## src/rtl/mult_div_unit_if.sv

```systemverilog
// Handshake and operand/result bundle between the control FSM and the multiply/divide unit.
// master: control side that issues starts and reads HI/LO; slave: the unit itself.
interface mult_div_unit_if #(
    parameter int unsigned WIDTH = 32
);
    logic             start_mult;
    logic             start_div;
    logic [WIDTH-1:0] a;
    logic [WIDTH-1:0] b;
    logic [WIDTH-1:0] hi;
    logic [WIDTH-1:0] lo;
    logic             busy;
    logic             done;
    logic             div_zero;

    modport master (
        output start_mult, start_div, a, b,
        input  hi, lo, busy, done, div_zero
    );

    modport slave (
        input  start_mult, start_div, a, b,
        output hi, lo, busy, done, div_zero
    );
endinterface

```

## src/rtl/mult_div_unit.sv

```systemverilog
// Multicycle signed multiply (radix-2 Booth) / divide (restoring) unit with HI/LO registers.
// Optional feature macro: MULTDIV_DIV_EN. When undefined, the divider is not built, start_div
// is ignored and div_zero is tied low; multiply behaviour and timing are unchanged.
// Datapath registers are shared between the two operations:
//   acc_q  : Booth upper accumulator / partial remainder
//   low_q  : Booth multiplier (Q) / dividend shifting out, quotient shifting in
//   opnd_q : multiplicand / divisor magnitude
module mult_div_unit #(
    parameter int unsigned WIDTH = 32,
    parameter int unsigned CNT_W = 6
) (
    input logic            clk,
    input logic            reset,
    mult_div_unit_if.slave bus
);

`ifdef MULTDIV_DIV_EN
    typedef enum logic [1:0] {
        StIdle   = 2'd0,
        StMult   = 2'd1,
        StDiv    = 2'd2,
        StFinish = 2'd3
    } state_e;
`else
    typedef enum logic [1:0] {
        StIdle   = 2'd0,
        StMult   = 2'd1,
        StFinish = 2'd3
    } state_e;
`endif

    state_e           state_q, state_d;
    logic [CNT_W-1:0] cnt_q, cnt_d;
    logic [WIDTH-1:0] hi_q, hi_d;
    logic [WIDTH-1:0] lo_q, lo_d;
    logic             busy_q, busy_d;
    logic             done_q, done_d;
    logic [WIDTH:0]   acc_q, acc_d;
    logic [WIDTH-1:0] low_q, low_d;
    logic [WIDTH-1:0] opnd_q, opnd_d;
    logic             q_m1_q, q_m1_d;

    logic [WIDTH:0]   mcand_ext;
    logic [WIDTH:0]   booth_sum;

`ifdef MULTDIV_DIV_EN
    logic             div_zero_q, div_zero_d;
    logic             is_div_q, is_div_d;
    logic             dz_q, dz_d;
    logic             neg_quot_q, neg_quot_d;
    logic             neg_rem_q, neg_rem_d;

    logic [WIDTH-1:0] a_mag;
    logic [WIDTH-1:0] b_mag;
    logic [WIDTH:0]   rem_shift;
    logic [WIDTH:0]   rem_trial;
    logic [WIDTH-1:0] quot_signed;
    logic [WIDTH-1:0] rem_signed;

    // Magnitudes are taken as unsigned, so -2^31 maps cleanly to 0x80000000.
    assign a_mag       = bus.a[WIDTH-1] ? (~bus.a + 1'b1) : bus.a;
    assign b_mag       = bus.b[WIDTH-1] ? (~bus.b + 1'b1) : bus.b;
    assign rem_shift   = {acc_q[WIDTH-1:0], low_q[WIDTH-1]};
    assign rem_trial   = rem_shift - {1'b0, opnd_q};
    assign quot_signed = neg_quot_q ? (~low_q + 1'b1) : low_q;
    assign rem_signed  = neg_rem_q ? (~acc_q[WIDTH-1:0] + 1'b1) : acc_q[WIDTH-1:0];
`else
    logic unused_start_div;
    assign unused_start_div = bus.start_div;
`endif

    assign mcand_ext = {opnd_q[WIDTH-1], opnd_q};

    // Booth recoding of {Q0, Q-1}: 01 adds the multiplicand, 10 subtracts it.
    always_comb begin
        booth_sum = acc_q;
        unique case ({low_q[0], q_m1_q})
            2'b01:   booth_sum = acc_q + mcand_ext;
            2'b10:   booth_sum = acc_q - mcand_ext;
            default: booth_sum = acc_q;
        endcase
    end

    // Next-state, datapath update and output pulses.
    always_comb begin
        state_d = state_q;
        cnt_d   = cnt_q;
        hi_d    = hi_q;
        lo_d    = lo_q;
        busy_d  = busy_q;
        done_d  = 1'b0;
        acc_d   = acc_q;
        low_d   = low_q;
        opnd_d  = opnd_q;
        q_m1_d  = q_m1_q;
`ifdef MULTDIV_DIV_EN
        div_zero_d = 1'b0;
        is_div_d   = is_div_q;
        dz_d       = dz_q;
        neg_quot_d = neg_quot_q;
        neg_rem_d  = neg_rem_q;
`endif

        unique case (state_q)
            StIdle: begin
                if (bus.start_mult) begin
                    opnd_d  = bus.a;
                    low_d   = bus.b;
                    acc_d   = '0;
                    q_m1_d  = 1'b0;
                    cnt_d   = CNT_W'(WIDTH);
                    busy_d  = 1'b1;
                    state_d = StMult;
`ifdef MULTDIV_DIV_EN
                    is_div_d = 1'b0;
                    dz_d     = 1'b0;
`endif
                end
`ifdef MULTDIV_DIV_EN
                else if (bus.start_div) begin
                    busy_d   = 1'b1;
                    is_div_d = 1'b1;
                    if (bus.b == '0) begin
                        dz_d    = 1'b1;
                        state_d = StFinish;
                    end else begin
                        dz_d       = 1'b0;
                        low_d      = a_mag;
                        opnd_d     = b_mag;
                        acc_d      = '0;
                        neg_quot_d = bus.a[WIDTH-1] ^ bus.b[WIDTH-1];
                        neg_rem_d  = bus.a[WIDTH-1];
                        cnt_d      = CNT_W'(WIDTH);
                        state_d    = StDiv;
                    end
                end
`endif
            end

            StMult: begin
                // Arithmetic shift right of {acc, Q, Q-1} after the Booth add.
                {acc_d, low_d, q_m1_d} = {booth_sum[WIDTH], booth_sum, low_q};
                cnt_d = cnt_q - CNT_W'(1);
                if (cnt_q == CNT_W'(1)) begin
                    state_d = StFinish;
                end
            end

`ifdef MULTDIV_DIV_EN
            StDiv: begin
                // Non-negative trial difference means the divisor fits: keep it, quotient bit 1.
                if (!rem_trial[WIDTH]) begin
                    acc_d = rem_trial;
                    low_d = {low_q[WIDTH-2:0], 1'b1};
                end else begin
                    acc_d = rem_shift;
                    low_d = {low_q[WIDTH-2:0], 1'b0};
                end
                cnt_d = cnt_q - CNT_W'(1);
                if (cnt_q == CNT_W'(1)) begin
                    state_d = StFinish;
                end
            end
`endif

            StFinish: begin
                busy_d  = 1'b0;
                done_d  = 1'b1;
                state_d = StIdle;
`ifdef MULTDIV_DIV_EN
                if (dz_q) begin
                    div_zero_d = 1'b1;
                end else if (is_div_q) begin
                    hi_d = rem_signed;
                    lo_d = quot_signed;
                end else begin
                    hi_d = acc_q[WIDTH-1:0];
                    lo_d = low_q;
                end
`else
                hi_d = acc_q[WIDTH-1:0];
                lo_d = low_q;
`endif
            end

            default: begin
                state_d = StIdle;
            end
        endcase
    end

    // State and datapath registers; reset aborts any operation in flight.
    always_ff @(posedge clk) begin
        if (reset) begin
            state_q <= StIdle;
            cnt_q   <= '0;
            hi_q    <= '0;
            lo_q    <= '0;
            busy_q  <= 1'b0;
            done_q  <= 1'b0;
            acc_q   <= '0;
            low_q   <= '0;
            opnd_q  <= '0;
            q_m1_q  <= 1'b0;
`ifdef MULTDIV_DIV_EN
            div_zero_q <= 1'b0;
            is_div_q   <= 1'b0;
            dz_q       <= 1'b0;
            neg_quot_q <= 1'b0;
            neg_rem_q  <= 1'b0;
`endif
        end else begin
            state_q <= state_d;
            cnt_q   <= cnt_d;
            hi_q    <= hi_d;
            lo_q    <= lo_d;
            busy_q  <= busy_d;
            done_q  <= done_d;
            acc_q   <= acc_d;
            low_q   <= low_d;
            opnd_q  <= opnd_d;
            q_m1_q  <= q_m1_d;
`ifdef MULTDIV_DIV_EN
            div_zero_q <= div_zero_d;
            is_div_q   <= is_div_d;
            dz_q       <= dz_d;
            neg_quot_q <= neg_quot_d;
            neg_rem_q  <= neg_rem_d;
`endif
        end
    end

    assign bus.hi   = hi_q;
    assign bus.lo   = lo_q;
    assign bus.busy = busy_q;
    assign bus.done = done_q;
`ifdef MULTDIV_DIV_EN
    assign bus.div_zero = div_zero_q;
`else
    assign bus.div_zero = 1'b0;
`endif

endmodule

```

## src/flat_wrapper.sv

```systemverilog
// flat-port wrapper written by rule: the top's interface ports become plain ports
module mult_div_unit_flat 
#(
    parameter int unsigned WIDTH = 32,
    parameter int unsigned CNT_W = 6
)
  (clk, reset, bus_start_mult, bus_start_div, bus_a, bus_b, bus_hi, bus_lo, bus_busy, bus_done, bus_div_zero);
  mult_div_unit_if #(.WIDTH(WIDTH)) bus_i ();
  input logic clk;
  input logic reset;
  input wire logic [$bits(bus_i.start_mult)-1:0] bus_start_mult;
  input wire logic [$bits(bus_i.start_div)-1:0] bus_start_div;
  input wire logic [$bits(bus_i.a)-1:0] bus_a;
  input wire logic [$bits(bus_i.b)-1:0] bus_b;
  output wire logic [$bits(bus_i.hi)-1:0] bus_hi;
  output wire logic [$bits(bus_i.lo)-1:0] bus_lo;
  output wire logic [$bits(bus_i.busy)-1:0] bus_busy;
  output wire logic [$bits(bus_i.done)-1:0] bus_done;
  output wire logic [$bits(bus_i.div_zero)-1:0] bus_div_zero;
  assign bus_i.start_mult = bus_start_mult;
  assign bus_i.start_div = bus_start_div;
  assign bus_i.a = bus_a;
  assign bus_i.b = bus_b;
  assign bus_hi = bus_i.hi;
  assign bus_lo = bus_i.lo;
  assign bus_busy = bus_i.busy;
  assign bus_done = bus_i.done;
  assign bus_div_zero = bus_i.div_zero;
  mult_div_unit #(.WIDTH(WIDTH), .CNT_W(CNT_W)) u_core (.clk(clk), .reset(reset), .bus(bus_i));
endmodule
```

## config.mk

```make
export PLATFORM = sky130hd
export DESIGN_NAME = mult_div_unit_flat
export DESIGN_NICKNAME = d
export VERILOG_FILES = /design/src/rtl/mult_div_unit_if.sv /design/src/rtl/mult_div_unit.sv /design/src/flat_wrapper.sv
export SDC_FILE = /design/constraint.sdc
export NUM_CORES = 1
export LEC_CHECK = 0
export BUFFER_PORTS_ARGS = -buffer_cell sky130_fd_sc_hd__buf_2
export CAP_MARGIN = 20
export CORE_UTILIZATION = 55
export CTS_BUF_LIST = sky130_fd_sc_hd__clkbuf_8
export CTS_CLUSTER_SIZE = 30
export DETAILED_ROUTE_END_ITERATION = 8
export GPL_TIMING_DRIVEN = 1
export PLACE_DENSITY = 0.79
export SYNTH_ARGS = -nofsm -noshare
export SYNTH_HDL_FRONTEND = slang
export SYNTH_SLANG_ARGS = --single-unit
```

## constraint.sdc

```tcl
create_clock -name clk -period 8.7 [get_ports clk]
set_input_delay 0.435 -clock clk [delete_from_list [all_inputs] [get_ports clk]]
set_output_delay 0.435 -clock clk [all_outputs]
set_load 0.005 [all_outputs]
```

==> flow_summary.yaml <==
run_status:
  status: "completed"
min_path:
  hold_depth: 3
  hp-start: "bus_a[1]"
  min_to: "u_core.opnd_q[1]"
  holdCritPathClass: "input pin to flop"
synth:
  synthArstFlopShare_pct: 0
  synthTopCellsByArea: "dfxtp_1 39%, a21oi_1 7.6%, nor2_1 7.2%"
  synthFlopType: "dfxtp_1"
  yosysSeqAreaShare_pct: 39.20
  ys_types: 55
  synth_area_um2: 8732
  ys_warn_count: 0
  synthDominantCellAreaShare_pct: 39.20
  syn_area_per_cell_um2: 8.026
  synth_top_area_cell: "dfxtp_1"
  synth_nets: 1193
  synth_edf_count: 0
  ys_ff_latch: 171
  syn_inst: 1088
cts:
  path_clk_slew_ns: 0.09
  cts.sinks: 171
  cts_root_buffer: "clkbuf_8"
  ctsResizeCount: 0
  clk_latency_ns: 0.46
  cts_made_buffers: 17
  max-clock-path-buffers: 2
  cts_tree: "built"
  ctsHoldBuffers: 0
  post_cts_buffers: 0
  htree_levels: 4
routing:
  route.met3.wl_um: 1312
  wl_met1_um: 10420
  viasPerCell: 5.702
  ant_nets: 0
  wl_met2_um: 9439
  post-route-drc-count: 0
  initialDrtViolationCount: 563
  first_pass_iters: 6
  vias: 7994
  drt_wl_total_um: 21460
  top_layer_used: "met4"
  wl_per_cell_um: 15.31
floorplan:
  coreArea_um2: 15370
  die_area_um2: 16380
  io_pins: 135
  die_y_um: 128
  initial_core_util_pct: 56.81
  rows: 45
  die_x_um: 128
place:
  pre_cts_slack_ns: 4.084
  portBuffers: 132
  dp_hpwl_um: 14950
  place_congestion: 0.9235
  dp.cells: 1368
critical_path:
  worstReg2RegEnd: "u_core.acc_q[31]"
  crit_path_max_fanout: 7
  start_kind: "flop"
  setup.worst_path.class: "flop to flop"
  crit_required_ns: 9.01
  r2r_cells: 15
  critical_path_arrival_ns: 4.98
  r2r-start: "u_core.opnd_q[13]"
  critPathCaptureType: "flop"
  r2r_slack_ns: 4.03
run:
  drv_cap: 0
layout:
  area_delta_synth_final_pct: 13.58
  final_net_count: 1283
  antenna_cells: 0
  instances_no_fill: 1402
  fillers: 1372
  layout-drive-gt1-share_pct: 15.53
sta:
  fin_crit_ns: 4.674
  worst_slack_ns: 4.026
  max_slew_margin_pct: 26.08
  skew_ns: 0.01247
  period_share_pct: 53.73
  rsz0062_at_grt: "no"
  setup-tns-final_ns: 0
  maxSlewViolCount: 0
  tightest_slew_ns: 1.094
  setup_viol: 0
  hold_violations: 0
  timing.fmax_mhz: 213.9
  whs_ns: 0.2019
power:
  p_per_area_nw_per_um2: 188.5
  pwr-share-seq_pct: 45.6
  leakagePower_uw: 0.004200
  pwr-share-clk_pct: 30.7
  power_switching_uw: 608.0
  swShare_pct: 32.51
  peakVddDrop_mv: 0.1087
  internal-power_uw: 1262
  p_comb_share_pct: 23.7
grt:
  first_global_vias: 7059
  overflow: 0
  grt_pass1_wl_um: 34680
  grt_use_total_pct: 26.43
  antenna_found_initial: 0
  grt_max_degree: 75
[cells in the final DEF (no fill, tap or decap), types with 36 or more instances in the layout]
cell | netlist | final
ha_1 | 36 | 36
nor2_1 | 168 | 166
dfxtp_1 | 171 | 170
a22o_1 | 64 | 64
nor2b_1 | 37 | 37
xnor2_1 | 38 | 38
a21oi_1 | 132 | 131
buf_2 | 0 | 131
nand2_1 | 105 | 105
nor3_1 | 45 | 45
[flip-flops by register name, indices dropped and copies added (netlist names)]
signal           count
u_core.acc_q        32
u_core.bus.busy      1
u_core.bus.done      1
u_core.bus.hi       32
u_core.bus.lo       32
u_core.cnt_q         6
u_core.low_q        32
u_core.opnd_q       32
u_core.q_m1_q        1
u_core.state_q       2
[how the worst max path moves through the flow]
stage                 startpoint  slack [ns]  cells after the start                to
3_5_place_dp   u_core.opnd_q[13]        4.08                     15  u_core.acc_q[31]
2_1_floorplan  u_core.opnd_q[13]        4.58                     15  u_core.acc_q[31]
4_1_cts        u_core.opnd_q[13]        4.08                     15  u_core.acc_q[31]
3_3_place_gp   u_core.opnd_q[13]        4.14                     15  u_core.acc_q[31]
5_1_grt        u_core.opnd_q[13]        3.63                     15  u_core.acc_q[31]
6_report       u_core.opnd_q[13]        4.03                     15  u_core.acc_q[31]
[power groups by stage]
stage                     logic, uW  registers (uW)  clock network, uW
after detailed placement        434             870                  0
after global routing            494             858                617
final                           444             852                574
after CTS                       436             852                586
after floorplan                 343             860                  0
after global placement          428             868                  0
[synthesized netlist by cell type (all sizes together), types with 3 or more instances]
cell	count
a2111oi	3
a211oi	3
a21o	9
a21oi	132
a222oi	12
a22o	64
a22oi	19
a31oi	10
and2	4
buf	8
clkbuf	63
dfxtp	171
ha	36
inv	17
nand2	105
nand2b	5
nand3	10
nand3b	4
nand4	4
nor2	168
nor2b	37
nor3	46
nor4	8
o211ai	5
o21a	4
o21ai	29
o21bai	4
o22ai	17
o311ai	3
or3	3
or4	3
xnor2	38
xor2	21
[layer usage]
layer  up-vias  global-route usage, %
met2       263                  40.25
met3        21                  5.426
met4         0                  7.405
met1      3647                  37.77
met5         -                      0
li1       4063                      -
[cell type report]
| cell class | instances | area (um2) | share of cell area [%] |
|---|---|---|---|
| Tap cell | 211 | 264.0 | 2.662 |
| Clock inverter | 14 | 156.4 | 1.577 |
| Timing Repair Buffer | 142 | 765.7 | 7.720 |
| Inverter | 17 | 63.81 | 0.6434 |
| Multi-Input combinational cell | 829 | 4996 | 50.37 |
| Sequential cell | 171 | 3425 | 34.53 |
| Clock buffer | 18 | 247.7 | 2.498 |
[worst max-delay path, stage by stage (launching register included)]
cell       delay [ns]
dfxtp_1          0.37
or4_4            0.58
or3_1            0.36
or3_4            0.40
or4_4            0.44
nor3_4           0.19
a21oi_1          0.11
xnor2_1          0.15
ha_1             0.42
nand2_1          0.14
nor4_1           0.60
a2111oi_0        0.23
a21oi_1          0.18
a31oi_1          0.07
xnor2_1          0.20
o22ai_1          0.09
[per-stage QoR]
stage	util, %	instance area (um2)	power [uW]
finish	64.53	9918	1870
global route	64.53	9918	1969
CTS	64.25	9876	1874
detailed placement	61.62	9472	1304
global placement	61.62	9472	1297
floorplan	-	8732	1203
[kinds of logic (layout without fill, tap and decap cells)]
family          after synthesis  count (layout)  synth area share (%)
compound gates              324             324                 24.36
xor+xnor                     59              59                 5.918
fa+ha+maj                    37              37                 5.388
buf+inv                      88             191                 3.826
flops                       171             171                 39.20
mux                           2               2                0.2293
other cells                   1               1               0.04294
simple gates                406             406                 21.03
Power figures use the tool's default switching activity.
